File: config.mk
export PLATFORM = sky130hd
export DESIGN_NAME = alu_share_arb
export DESIGN_NICKNAME = d
export VERILOG_FILES = /design/src/rtl/alu_share_arb.sv
export SDC_FILE = /design/constraint.sdc
export NUM_CORES = 1
export LEC_CHECK = 0
export ABC_AREA = 1
export CAP_MARGIN = 20
export CORE_MARGIN = 2
export CORE_UTILIZATION = 36
export CTS_BUF_LIST = sky130_fd_sc_hd__clkbuf_16
export CTS_CLUSTER_DIAMETER = 30
export DETAILED_ROUTE_END_ITERATION = 7
export GPL_TIMING_DRIVEN = 0
export PLACE_DENSITY = 0.77
export SETUP_SLACK_MARGIN = 0.1
export SLEW_MARGIN = 30
export SYNTH_ARGS = -nofsm -noshare
export SYNTH_HDL_FRONTEND = slang
export SYNTH_SLANG_ARGS = --single-unit
File: constraint.sdc
create_clock -name clk -period 3.05 [get_ports clk]
set_input_delay 0.305 -clock clk [delete_from_list [all_inputs] [get_ports clk]]
set_output_delay 0.305 -clock clk [all_outputs]
set_load 0.05 [all_outputs]
File: src/rtl/alu_share_arb.sv
// ============================================================================
// Module   : alu_share_arb
// Purpose  : Round-robin share of one combinational ALU between two requesters;
//            registered operand issue and held valid/ready response.
//            Optional opcode screening when ALU_ARB_OPCHECK_EN is defined.
// Revision : 1.0  initial release
// ============================================================================
`default_nettype none

module alu_share_arb #(
  parameter int WIDTH = 32,
  parameter int OPW   = 3
) (
  input  logic             clk,
  input  logic             reset,
  input  logic             req0_valid,
  output logic             req0_ready,
  input  logic [WIDTH-1:0] req0_a,
  input  logic [WIDTH-1:0] req0_b,
  input  logic [OPW-1:0]   req0_op,
  input  logic             req1_valid,
  output logic             req1_ready,
  input  logic [WIDTH-1:0] req1_a,
  input  logic [WIDTH-1:0] req1_b,
  input  logic [OPW-1:0]   req1_op,
  output logic [WIDTH-1:0] alu_a,
  output logic [WIDTH-1:0] alu_b,
  output logic [OPW-1:0]   alu_op,
  input  logic [WIDTH-1:0] alu_result,
  input  logic             alu_zero,
`ifdef ALU_ARB_OPCHECK_EN
  output logic             rsp_err,
`endif
  output logic             rsp_valid,
  input  logic             rsp_ready,
  output logic             rsp_id,
  output logic [WIDTH-1:0] rsp_result,
  output logic             rsp_zero
);

  typedef enum logic [1:0] {
    S_IDLE = 2'd0,
    S_EXEC = 2'd1,
    S_RESP = 2'd2
  } state_t;

  state_t           state_q, state_d;
  logic             rr_ptr_q, rr_ptr_d;
  logic [WIDTH-1:0] alu_a_q, alu_a_d;
  logic [WIDTH-1:0] alu_b_q, alu_b_d;
  logic [OPW-1:0]   alu_op_q, alu_op_d;
  logic             id_q, id_d;
  logic [WIDTH-1:0] res_q, res_d;
  logic             zero_q, zero_d;
`ifdef ALU_ARB_OPCHECK_EN
  logic             err_q, err_d;
`endif

  logic             sel1;
  logic             any_valid;
  logic [WIDTH-1:0] sel_a;
  logic [WIDTH-1:0] sel_b;
  logic [OPW-1:0]   sel_op;

  // Port 1 wins when it is the only requester or when the pointer favours it.
  assign sel1      = req1_valid && (!req0_valid || rr_ptr_q);
  assign any_valid = req0_valid || req1_valid;
  assign sel_a     = sel1 ? req1_a  : req0_a;
  assign sel_b     = sel1 ? req1_b  : req0_b;
  assign sel_op    = sel1 ? req1_op : req0_op;

  assign req0_ready = !reset && (state_q == S_IDLE) && req0_valid && !sel1;
  assign req1_ready = !reset && (state_q == S_IDLE) && sel1;

`ifdef ALU_ARB_OPCHECK_EN
  function automatic logic op_legal(input logic [OPW-1:0] op);
    logic ok;
    case (op)
      OPW'(0), OPW'(1), OPW'(2), OPW'(3), OPW'(6): ok = 1'b1;
      default:                                     ok = 1'b0;
    endcase
    return ok;
  endfunction
`endif

  always_comb begin
    state_d  = state_q;
    rr_ptr_d = rr_ptr_q;
    alu_a_d  = alu_a_q;
    alu_b_d  = alu_b_q;
    alu_op_d = alu_op_q;
    id_d     = id_q;
    res_d    = res_q;
    zero_d   = zero_q;
`ifdef ALU_ARB_OPCHECK_EN
    err_d    = err_q;
`endif
    case (state_q)
      S_IDLE: begin
        if (any_valid) begin
          id_d = sel1;
`ifdef ALU_ARB_OPCHECK_EN
          if (op_legal(sel_op)) begin
            alu_a_d  = sel_a;
            alu_b_d  = sel_b;
            alu_op_d = sel_op;
            err_d    = 1'b0;
            state_d  = S_EXEC;
          end else begin
            // Rejected opcode never reaches the ALU; the response reports it.
            err_d   = 1'b1;
            res_d   = '0;
            zero_d  = 1'b0;
            state_d = S_RESP;
          end
`else
          alu_a_d  = sel_a;
          alu_b_d  = sel_b;
          alu_op_d = sel_op;
          state_d  = S_EXEC;
`endif
        end
      end
      S_EXEC: begin
        res_d   = alu_result;
        zero_d  = alu_zero;
        state_d = S_RESP;
      end
      S_RESP: begin
        if (rsp_ready) begin
          rr_ptr_d = ~id_q;
          state_d  = S_IDLE;
        end
      end
      default: state_d = S_IDLE;
    endcase
  end

  always_ff @(posedge clk or posedge reset) begin
    if (reset) begin
      state_q  <= S_IDLE;
      rr_ptr_q <= 1'b0;
      alu_a_q  <= '0;
      alu_b_q  <= '0;
      alu_op_q <= '0;
      id_q     <= 1'b0;
      res_q    <= '0;
      zero_q   <= 1'b0;
`ifdef ALU_ARB_OPCHECK_EN
      err_q    <= 1'b0;
`endif
    end else begin
      state_q  <= state_d;
      rr_ptr_q <= rr_ptr_d;
      alu_a_q  <= alu_a_d;
      alu_b_q  <= alu_b_d;
      alu_op_q <= alu_op_d;
      id_q     <= id_d;
      res_q    <= res_d;
      zero_q   <= zero_d;
`ifdef ALU_ARB_OPCHECK_EN
      err_q    <= err_d;
`endif
    end
  end

  assign alu_a      = alu_a_q;
  assign alu_b      = alu_b_q;
  assign alu_op     = alu_op_q;
  assign rsp_valid  = (state_q == S_RESP);
  assign rsp_id     = id_q;
  assign rsp_result = res_q;
  assign rsp_zero   = zero_q;
`ifdef ALU_ARB_OPCHECK_EN
  assign rsp_err    = err_q;
`endif

endmodule

`default_nettype wire

* After elaboration in Yosys (flattened, before gate mapping)
Cells that the tools add are included.
Storage, ports and cells: bits in registers 104, bits in latches 0, bits in writable memories 0, memory bits (read-only) 0, input port bits 172, output and inout bits 104, word-level logic and storage cells 33, memories 0
Cells by class: $add $sub $neg 0, $mul 0, div/mod/pow operators 0, magnitude comparators 0, equal/unequal tests 4, shift operators 0, muxes and demuxes 6, bitwise logic cells 1, reductions and logical operators 14
Operators with widths (number):
- 2-to-1 mux 32 bit | 2
- one-hot mux 2 bit (3 select lines) | 1
- AND reduction 2 bit | 3
- logical AND 1 bit | 5
- 2-to-1 mux 2 bit | 2
- zero test 1 bit | 3
- 2-to-1 mux 3 bit | 1
- == test 2 x 1 -> 1 bit (second input constant) | 1
- == test 2 bit (second input constant) | 1
- zero test 2 bit | 1
- logical OR 1 bit | 2
- != test 2 x 1 -> 1 bit (second input constant) | 1
- != test 2 bit (second input constant) | 1
- inverter 1 bit | 1

* Longest topological paths before layout
Gate-level depths: netlist of the first run.
depth in word-level cells 5, depth in mapped cells 9, gate-level depth less buffers 6

* Worst setup path after synthesis of the first run
Ideal clock, no wire load.
path kind input to output, start input port reset, end output port req0_ready, arrival time 3508 ps, required time 2745 ps, slack -763 ps, stages 3, path buffers 0, path through inv_1 > nand3_1 > nor2_1
On the way: word-level cells in the longest chain between the ends 4
Ends and longest elaborated chain:
- from (decl) | line 15 | input logic reset,
- zero test 1 bit (no line)
- logical AND 1 bit (3 in a row) | line 72 | assign req0_ready = !reset && (state_q == S_IDLE) && req0_valid && !sel1;
- to (decl) | line 17 | output logic req0_ready,
Every way passes these cells.

* Worst setup path in the final report of the first run
start input port req0_valid, end output port req0_ready
On the way: word-level cells in the longest chain between the ends 5, elaborated cells on any way between the ends 6, classes of those cells reduce/logical (6)
Ends and longest elaborated chain:
- from (decl) | line 16 | input logic req0_valid,
- zero test 1 bit | line 66 | assign sel1 = req1_valid && (!req0_valid || rr_ptr_q);
- logical OR 1 bit | line 66
- logical AND 1 bit | line 66
- zero test 1 bit | line 72
- logical AND 1 bit (*) | line 72
Mark *: on every way between the ends. The rest lies on a longest branch, timed or not.

==> impl_metrics.py, run 1 <==
metrics = {
    "run_status": {
        "outcome": "completed",
    },
    "grt": {
        "wire_length_of_the_first_global_routing_pass_mm": 27.57,
        "grt_max_degree": 28,
        "gr-total-overflow": 0,
        "grt_pass1_vias": 5391,
        "initial_antenna_violation_count": 0,
        "grt.total_usage_pct": 22.08,
    },
    "die": {
        "core.rowCount": 44,
        "design.die.area_um2": 15730,
        "coreArea_um2": 14480,
        "die_height_um": 125.4,
        "floorplan.initialDensity_pct": 36.66,
        "chipWidth_um": 125.4,
        "num_io_pins": 276,
    },
    "placement": {
        "dpl.cell_count": 1203,
        "place_area_um2": 8372,
        "dp_slack_ps": 23.30,
        "routabilityCongestion": 0.8565,
        "hpwl_mm": 13.31,
        "buffer_ports.inserted": 274,
    },
    "detailed_routing": {
        "dr.pass1.iters": 4,
        "detail_route.iter0.violations": 261,
        "remaining_drc_errors": 0,
        "dr_total_vias": 5600,
        "avgViaCountPerCell": 4.594,
        "wl_final_mm": 17.11,
        "ant_nets": 0,
        "wl_per_cell_um": 14.04,
    },
    "setup_path": {
        "r2r_cells": 7,
        "arrival_ps": 2400,
        "worst_r2r_endpoint": "alu_b[10]",
        "worstSetupEndpointType": "primary output",
        "timing.critical_path.slowest_cell_delay_ps": 570,
        "cp_cell_sequence": "clkdlybuf4s50_1 -> nand2_1 -> nand2_1 -> buf_2 -> nand2_1 -> nor2_1 -> dlygate4sd2_1",
        "crit_path_start_kind": "input pin",
        "crit_path_max_fanout": 10,
        "crit_required_ps": 2740,
        "timing.critical_path.mode_cell": "sky130_fd_sc_hd__nand2_1",
        "slowest_stage": "sky130_fd_sc_hd__dlygate4sd2_1",
        "path_type_of_the_worst_setup_path": "in -> out",
        "timing.reg2reg.setup_slack_ps": 1460,
        "r2r_start": "rr_ptr_q",
    },
    "power": {
        "leak_nw": 4.576,
        "pwr-share-comb_pct": 63.1,
        "internal-power_mw": 4.586,
        "share_clk_of_total_power_pct": 11.3,
        "p_total_mw": 9.555,
        "switching_share_pct": 52.01,
        "seq_power_share_pct": 25.6,
        "power_density_nw_per_um2": 1105,
        "power.ir.vdd_worst_v": 0.0005941,
        "power.switching_mw": 4.969,
    },
    "synthesis": {
        "synth-seq-area-share_pct": 49.03,
        "yosys_warnings": 0,
        "post_synth_main_area_contributors": "sky130_fd_sc_hd__dfrtp_1 (49%), sky130_fd_sc_hd__nand2_1 (19%), sky130_fd_sc_hd__nand3_1 (16%)",
        "synth.net_count": 913,
        "synthesis.area_um2": 5308,
        "avgSynthCellArea_um2": 7.163,
        "postSynthCellCount": 741,
        "synth_top_cell_area_share_pct": 49.03,
        "synth.ff_latch_count": 104,
        "synth.distinct_cells": 16,
        "synth_largest_area_cell": "sky130_fd_sc_hd__dfrtp_1",
    },
    "clocking": {
        "buffers_inserted_during_post_cts_setup_optimization": 0,
        "postCtsHoldBufs": 0,
        "clock_tree.root_cell": "sky130_fd_sc_hd__clkbuf_16",
        "cts_inserted_buffers": 9,
        "clk_latency_ps": 350,
        "clk_path_buf_depth": 2,
        "tritoncts": "yes",
        "cts_sinks": 104,
        "clk_pin_slew_worst_paths_ps": 70,
        "cts-htree-levels": 3,
    },
    "hold_path": {
        "holdCritPathClass": "in -> async",
    },
    "layout": {
        "final_util_pct": 59.70,
        "layout-drive-gt1-share_pct": 5.507,
        "n_antenna_cell": 0,
        "design.final.nets": 1202,
        "instances_no_fill": 1219,
        "postLayoutCellArea_um2": 8645,
        "syn_to_final_growth_pct": 62.87,
    },
    "timing": {
        "holdWs_ps": 296.5,
        "grt_setup_unrepaired": "false",
        "max_freq_mhz": 370.3,
        "slew-limit-headroom_pct": 61.17,
        "final_setup_violations": 0,
        "worst_slew_pin_slew_ps": 580.7,
        "layout_min_cycle_time_ps": 2701,
        "post-route-worst-setup-slack_ps": 349.2,
        "fin_skew_ps": 6.048,
        "timing_hold_violations_final": 0,
        "timing.final.crit_share_pct": 88.55,
        "report.final.slew_viol_count": 0,
        "setup_total_negative_slack_ps": 0,
    },
    "job": {
        "cap_violations": 0,
    },
}
## worst max-delay path by stage
stage / from / end / slack (ps) / depth (start not counted)
floorplan: reset / req0_ready / 340 / 3
global placement: reset / req1_ready / -1570 / 5
detailed placement: req0_valid / req0_ready / 20 / 7
CTS: req0_valid / req1_ready / 160 / 6
global route: req0_valid / req0_ready / 210 / 7
finish: req0_valid / req0_ready / 350 / 7
## registers in the layout, summed over array words and instances, names as in the netlist
signal	cells
alu_b	32
rsp_id	1
state_q	2
rsp_result	32
rsp_zero	1
alu_op	3
rr_ptr_q	1
alu_a	32
## Yosys cell counts, drive strengths merged
cell type  number
buf            33
clkbuf         13
clkinv          1
dfrtp         104
inv           139
nand2         275
nand3         168
nor2            5
o21ai           3
## cell type report
| type | instances | area, um^2 |
|---|---|---|
| timing repair buffer | 278 | 2831 |
| inverter | 140 | 530.5 |
| multi-input combinational | 451 | 1938 |
| tap | 184 | 230.2 |
| clock buffer | 9 | 225.2 |
| clock inverter | 7 | 46.29 |
| buffer | 46 | 240.2 |
| sequential | 104 | 2603 |
| fill | 1338 | 5834 |
## power groups by stage
stage / sequential, mW / combinational [mW] / clock, mW
finish: 2.45 / 6.02 / 1.08
global route: 2.53 / 6.43 / 1.17
CTS: 2.45 / 6.09 / 1.12
detailed placement: 2.45 / 6.09 / 0
global placement: 2.45 / 6.02 / 0
floorplan: 4.76 / 1.58 / 0
## cells in the final DEF, fill, tap and decap left out
cell / instances
sky130_fd_sc_hd__clkbuf_1: 13
sky130_fd_sc_hd__dfrtp_1: 104
sky130_fd_sc_hd__nand2_4: 1
sky130_fd_sc_hd__buf_12: 3
sky130_fd_sc_hd__o21ai_0: 3
sky130_fd_sc_hd__nand2_1: 274
sky130_fd_sc_hd__buf_6: 2
sky130_fd_sc_hd__buf_4: 6
sky130_fd_sc_hd__nor2_4: 1
sky130_fd_sc_hd__inv_1: 137
sky130_fd_sc_hd__inv_2: 2
sky130_fd_sc_hd__dlymetal6s2s_1: 1
sky130_fd_sc_hd__dlygate4sd2_1: 1
sky130_fd_sc_hd__nor2_1: 3
sky130_fd_sc_hd__buf_2: 24
sky130_fd_sc_hd__clkbuf_16: 9
sky130_fd_sc_hd__clkinv_1: 1
sky130_fd_sc_hd__inv_6: 2
sky130_fd_sc_hd__clkinvlp_4: 2
sky130_fd_sc_hd__nand3_1: 168
sky130_fd_sc_hd__buf_1: 1
sky130_fd_sc_hd__clkinv_4: 1
sky130_fd_sc_hd__clkdlybuf4s50_1: 272
sky130_fd_sc_hd__clkinv_2: 2
sky130_fd_sc_hd__buf_16: 1
sky130_fd_sc_hd__nor2_8: 1
## worst max-delay path: cells and delay by family
| kind | cells | cell delay [ps] |
|---|---|---|
| buffers and inverters | 3 | 1420 |
| AND/OR/NAND/NOR | 4 | 670 |
## routing by layer
metal,up-vias,share of wire [%],track usage [%]
met4,0,2.2,8.235
met2,219,47,37.20
met3,22,8.9,6.290
li1,2807,-,-
met1,2552,42,26.90
met5,-,0,0
## timing repair
item,4_1_cts,5_1_grt
gates resized for setup,1,1
gates cloned,0,0
setup endpoints to repair,1,1
## cells by family (layout without fill, tap and decap cells)
kind of cell | count (synthesis) | count (layout) | share of synthesized area (%)
buf+inv | 186 | 480 | 14.45
simple gates | 448 | 448 | 36.23
compound gates | 3 | 3 | 0.2828
flops | 104 | 104 | 49.03
(Power assumes the default switching activity.)
==> run 2: changes to the inputs <==
- HOLD_SLACK_MARGIN: default -> 0.06
- MAX_ROUTING_LAYER: default -> met4
- PLACE_DENSITY: 0.77 -> default
- PLACE_DENSITY_LB_ADDON: default -> 0.15
==> run 2 against run 1 <==
Compared with the run above:
- sequential power hardly changed
- non-clock buffer count stayed put
- clock skew decreased by 0.94 ps
- final area rose by 0.10%
- largest cell class unchanged
- largest power group unchanged
==> impl_metrics.py, run 2 (same netlist as run 1, synthesis figures left out) <==
metrics = {
    "die": {
        "core.rowCount": 44,
        "die_height_um": 125.4,
        "floorplan.initialDensity_pct": 36.66,
        "chipWidth_um": 125.4,
        "coreArea_um2": 14480,
        "num_io_pins": 276,
        "design.die.area_um2": 15730,
    },
    "timing": {
        "timing_hold_violations_final": 0,
        "grt_setup_unrepaired": "false",
        "worst_slew_pin_slew_ps": 564.8,
        "final_setup_violations": 0,
        "slew-limit-headroom_pct": 62.23,
        "layout_min_cycle_time_ps": 2801,
        "report.final.slew_viol_count": 0,
        "setup_total_negative_slack_ps": 0,
        "timing.final.crit_share_pct": 91.82,
        "fin_skew_ps": 5.113,
        "max_freq_mhz": 357.1,
    },
    "clocking": {
        "buffers_inserted_during_post_cts_setup_optimization": 0,
        "cts_inserted_buffers": 9,
        "cts_sinks": 104,
        "clk_pin_slew_worst_paths_ps": 70,
        "cts-htree-levels": 3,
        "clk_path_buf_depth": 2,
        "tritoncts": "yes",
        "clk_latency_ps": 350,
        "clock_tree.root_cell": "sky130_fd_sc_hd__clkbuf_16",
    },
    "grt": {
        "grt_pass1_vias": 5197,
        "gr-total-overflow": 0,
        "wire_length_of_the_first_global_routing_pass_mm": 26.56,
        "grt.total_usage_pct": 21.70,
        "initial_antenna_violation_count": 0,
        "grt_max_degree": 29,
    },
    "setup_path": {
        "arrival_ps": 2500,
        "r2r_start": "rr_ptr_q",
        "crit_path_start_kind": "input pin",
        "r2r_cells": 7,
        "cp-startpoint": "req0_valid",
        "timing.reg2reg.setup_slack_ps": 1570,
        "crit_required_ps": 2740,
        "worst_r2r_endpoint": "alu_b[23]",
        "worstSetupEndpointType": "primary output",
        "crit_path_max_fanout": 10,
        "path_type_of_the_worst_setup_path": "in -> out",
    },
    "placement": {
        "place_area_um2": 8372,
        "routabilityCongestion": 0.8111,
        "buffer_ports.inserted": 274,
        "hpwl_mm": 12.76,
    },
    "layout": {
        "layout-drive-gt1-share_pct": 5.314,
        "final_common_cell": "sky130_fd_sc_hd__nand2_1",
        "seqCellArea_um2": 2603,
        "design.final.nets": 1202,
        "layout.cells.most_common_list": "sky130_fd_sc_hd__nand2_1 (274), sky130_fd_sc_hd__clkdlybuf4s50_1 (273), sky130_fd_sc_hd__nand3_1 (168), sky130_fd_sc_hd__inv_1 (140), sky130_fd_sc_hd__dfrtp_1 (104)",
        "postLayoutCellArea_um2": 8653,
        "multi_input_gate_area_um2": 1938,
        "syn_to_final_growth_pct": 63.04,
        "final.fill_count": 1339,
        "n_antenna_cell": 0,
    },
    "detailed_routing": {
        "dr_total_vias": 5535,
        "wl_final_mm": 16.43,
        "met3_layer_wire_length_in_the_routed_design_mm": 1.158,
        "ant_nets": 0,
        "detailroute.wirelength.met2_mm": 7.597,
        "remaining_drc_errors": 0,
        "detail_route.iter0.violations": 229,
        "wl_per_cell_um": 13.48,
        "met1_routed_length_mm": 7.233,
        "highest_layer": "met4",
        "avgViaCountPerCell": 4.541,
        "dr.pass1.iters": 4,
    },
    "power": {
        "seq_power_share_pct": 25.4,
        "share_clk_of_total_power_pct": 11.8,
        "power.ir.vdd_worst_v": 0.0005408,
        "internal-power_mw": 4.656,
        "switching_share_pct": 51.31,
        "power.switching_mw": 4.906,
        "leak_nw": 4.574,
        "pwr-share-comb_pct": 62.8,
        "power_density_nw_per_um2": 1105,
    },
    "hold_path": {
        "holdCritPathClass": "in -> async",
    },
    "job": {
        "cap_violations": 0,
    },
    "run_status": {
        "outcome": "completed",
    },
}
## run 2: cell count changes in the layout (fill, tap and decap cells not counted), sizes merged
cell / change
bufinv: +1
clkdlybuf4s50: +1
clkinv: -2
dlymetal6s2s: -1
inv: +1
## run 2: worst max-delay path by stage
stage,to,cells after the start
after floorplan,req0_ready,3
after global placement,req0_ready,5
after detailed placement,req0_ready,7
after CTS,req1_ready,6
after global routing,req1_ready,6
final,req1_ready,6
## run 2: cell type report
type / count / share of cell area (%)
clock buffer: 9 / 2.603
timing repair buffer: 278 / 32.69
tap: 184 / 2.660
sequential: 104 / 30.08
multi-input combinational: 451 / 22.40
clock inverter: 7 / 0.6651
buffer: 46 / 2.776
inverter: 140 / 6.131
## run 2: metal layers
metal / track usage [%] / vias up
met5: - / -
met4: 8.431 / 0
met3: 4.621 / 31
met2: 34.09 / 213
met1: 27.52 / 2485
li1: - / 2806
## run 2: power groups by stage
stage,logic [mW],clock network [mW],registers [mW]
after floorplan,1.58,0,4.76
after global placement,6.02,0,2.43
after detailed placement,6.07,0,2.44
after CTS,6.07,1.16,2.43
after global routing,6.39,1.22,2.52
final,6.00,1.13,2.42
## run 2: what timing repair did
| action | 4_1_cts | 5_1_grt |
|---|---|---|
| resized for setup | 1 | 0 |
| setup endpoints to repair | 1 | 0 |
| hold buffers | 0 | 0 |
## run 2: critical path, cell delays in order
cell                              delay [ps]
sky130_fd_sc_hd__clkdlybuf4s50_1         490
sky130_fd_sc_hd__nand2_1                 240
sky130_fd_sc_hd__nand2_1                 240
sky130_fd_sc_hd__buf_2                   270
sky130_fd_sc_hd__nor2_1                  120
sky130_fd_sc_hd__clkdlybuf4s50_1         830
## run 2: stage by stage
| stage | setup slack [ps] | std cells | hold slack (ps) | power [mW] | utilization (%) |
|---|---|---|---|---|---|
| after detailed placement | 102.4 | 1203 | 457.9 | 8.508 | 57.82 |
| after floorplan | 341.7 | 741 | 412.8 | 6.341 | - |
| after global routing | 132.9 | 1219 | 251.7 | 10.13 | 59.76 |
| final | 249.5 | 1219 | 242.4 | 9.562 | 59.76 |
| after global placement | -1544 | 1199 | 452.9 | 8.451 | 57.22 |
| after CTS | 233.7 | 1219 | 237.5 | 9.663 | 59.76 |
==> run 3: changes to the inputs <==
- CTS_BUF_LIST: sky130_fd_sc_hd__clkbuf_16 -> default
==> run 3 against run 2 <==
Compared with the run above:
- non-clock buffer count unchanged
- final cell count unchanged
- sequential power about the same
- routed wire length about the same
- global-route usage unchanged
- clock-buffer cell count increased by 4
- critical path type unchanged
==> impl_metrics.py, run 3 (same netlist as run 1, synthesis figures left out) <==
metrics = {
    "clocking": {
        "clk_path_buf_depth": 2,
        "clk_pin_slew_worst_paths_ps": 70,
        "tritoncts": "yes",
        "cts_inserted_buffers": 9,
        "cts-htree-levels": 3,
        "clk_latency_ps": 350,
        "cts_sinks": 104,
        "buffers_inserted_during_post_cts_setup_optimization": 0,
        "clock_tree.root_cell": "sky130_fd_sc_hd__clkbuf_16",
        "postCtsHoldBufs": 0,
    },
    "detailed_routing": {
        "wl_final_mm": 16.42,
        "dr.pass1.iters": 4,
        "avgViaCountPerCell": 4.537,
        "remaining_drc_errors": 0,
        "detail_route.iter0.violations": 227,
        "ant_nets": 0,
        "wl_per_cell_um": 13.47,
        "dr_total_vias": 5530,
    },
    "layout": {
        "n_antenna_cell": 0,
        "design.final.nets": 1202,
        "layout-drive-gt1-share_pct": 5.314,
        "multi_input_gate_area_um2": 1938,
        "final_common_cell": "sky130_fd_sc_hd__nand2_1",
        "syn_to_final_growth_pct": 63.04,
        "layout.cells.most_common_list": "sky130_fd_sc_hd__nand2_1 (274), sky130_fd_sc_hd__clkdlybuf4s50_1 (273), sky130_fd_sc_hd__nand3_1 (168), sky130_fd_sc_hd__inv_1 (136), sky130_fd_sc_hd__dfrtp_1 (104)",
        "final.fill_count": 1339,
        "seqCellArea_um2": 2603,
    },
    "placement": {
        "buffer_ports.inserted": 274,
        "hpwl_mm": 12.76,
        "routabilityCongestion": 0.8111,
    },
    "setup_path": {
        "worstSetupEndpointType": "primary output",
        "timing.reg2reg.setup_slack_ps": 1560,
        "cp_cell_sequence": "clkdlybuf4s50_1 -> nand2_1 -> nand2_1 -> buf_2 -> nor2_1 -> clkdlybuf4s50_1",
        "timing.critical_path.slowest_cell_delay_ps": 830,
        "path_type_of_the_worst_setup_path": "in -> out",
        "slowest_stage": "sky130_fd_sc_hd__clkdlybuf4s50_1",
        "crit_required_ps": 2740,
        "worst_r2r_endpoint": "alu_b[23]",
        "cp_top_family": "buffers and inverters",
        "r2r_cells": 7,
        "r2r_start": "rr_ptr_q",
        "arrival_ps": 2500,
        "crit_buf_inv": 3,
        "crit_path_start_kind": "input pin",
        "crit_path_max_fanout": 10,
    },
    "die": {
        "chipWidth_um": 125.4,
        "floorplan.initialDensity_pct": 36.66,
        "design.die.area_um2": 15730,
        "core.rowCount": 44,
        "num_io_pins": 276,
        "coreArea_um2": 14480,
        "die_height_um": 125.4,
    },
    "timing": {
        "worst_slew_pin_slew_ps": 565.1,
        "grt_setup_unrepaired": "false",
        "slew-limit-headroom_pct": 62.21,
        "timing_hold_violations_final": 0,
        "max_freq_mhz": 356.7,
        "timing.final.crit_share_pct": 91.92,
        "final_setup_violations": 0,
        "layout_min_cycle_time_ps": 2804,
        "fin_skew_ps": 5.178,
        "report.final.slew_viol_count": 0,
        "holdWs_ps": 242.5,
    },
    "power": {
        "p_total_mw": 9.575,
        "leak_nw": 4.558,
        "power_density_nw_per_um2": 1106,
        "power.ir.vdd_worst_v": 0.0005408,
    },
    "hold_path": {
        "holdCritPathClass": "in -> async",
    },
    "grt": {
        "gr-total-overflow": 0,
        "grt_pass1_vias": 5197,
        "grt_max_degree": 29,
        "wire_length_of_the_first_global_routing_pass_mm": 26.56,
        "grt.total_usage_pct": 21.70,
        "initial_antenna_violation_count": 0,
    },
    "run_status": {
        "outcome": "completed",
    },
    "job": {
        "cap_violations": 0,
    },
}
-- run 3: how the worst max path moves through the flow --
stage | start | endpoint | slack [ps] | depth (start not counted)
global placement | reset | req0_ready | -1540 | 5
detailed placement | req0_valid | req0_ready | 100 | 7
CTS | req0_valid | req1_ready | 230 | 6
floorplan | reset | req0_ready | 340 | 3
global route | req0_valid | req1_ready | 130 | 6
finish | req0_valid | req1_ready | 250 | 6
-- run 3: layer usage --
metal,vias up,part of all wire [%],global-route usage (%)
li1,2806,-,-
met1,2485,44,27.52
met2,208,46,34.09
met3,31,6.8,4.621
met4,0,2.7,8.431
met5,-,0,-
-- run 3: final cells by class --
type	instances	share of cell area (%)
Multi-Input combinational cell	451	22.40
Tap cell	184	2.660
Clock inverter	3	0.4916
Timing Repair Buffer	278	32.69
Sequential cell	104	30.08
Clock buffer	13	2.776
Buffer	46	2.776
Inverter	140	6.131
-- run 3: what timing repair did --
item	4_1_cts	5_1_grt
resized for setup	1	0
endpoints found under the hold margin	0	0
setup endpoints to repair	1	0
-- run 3: report_power, final --
group	internal (mW)	leakage, nW	switching [mW]
Clock	0.638	0.134	0.508
Combinational	1.95	3.15	4.05
Sequential	2.08	1.27	0.348
-- run 3: through the flow --
stage	util (%)	cell area, um^2	setup slack, ps	TNS, ps	instances
final	59.76	8653	246.3	0	1219
after detailed placement	57.82	8372	102.4	0	1203
after floorplan	-	5311	341.7	0	741
after global routing	59.76	8653	132.9	0	1219
after global placement	57.22	8284	-1544	-3087	1199
after CTS	59.76	8653	233.7	0	1219
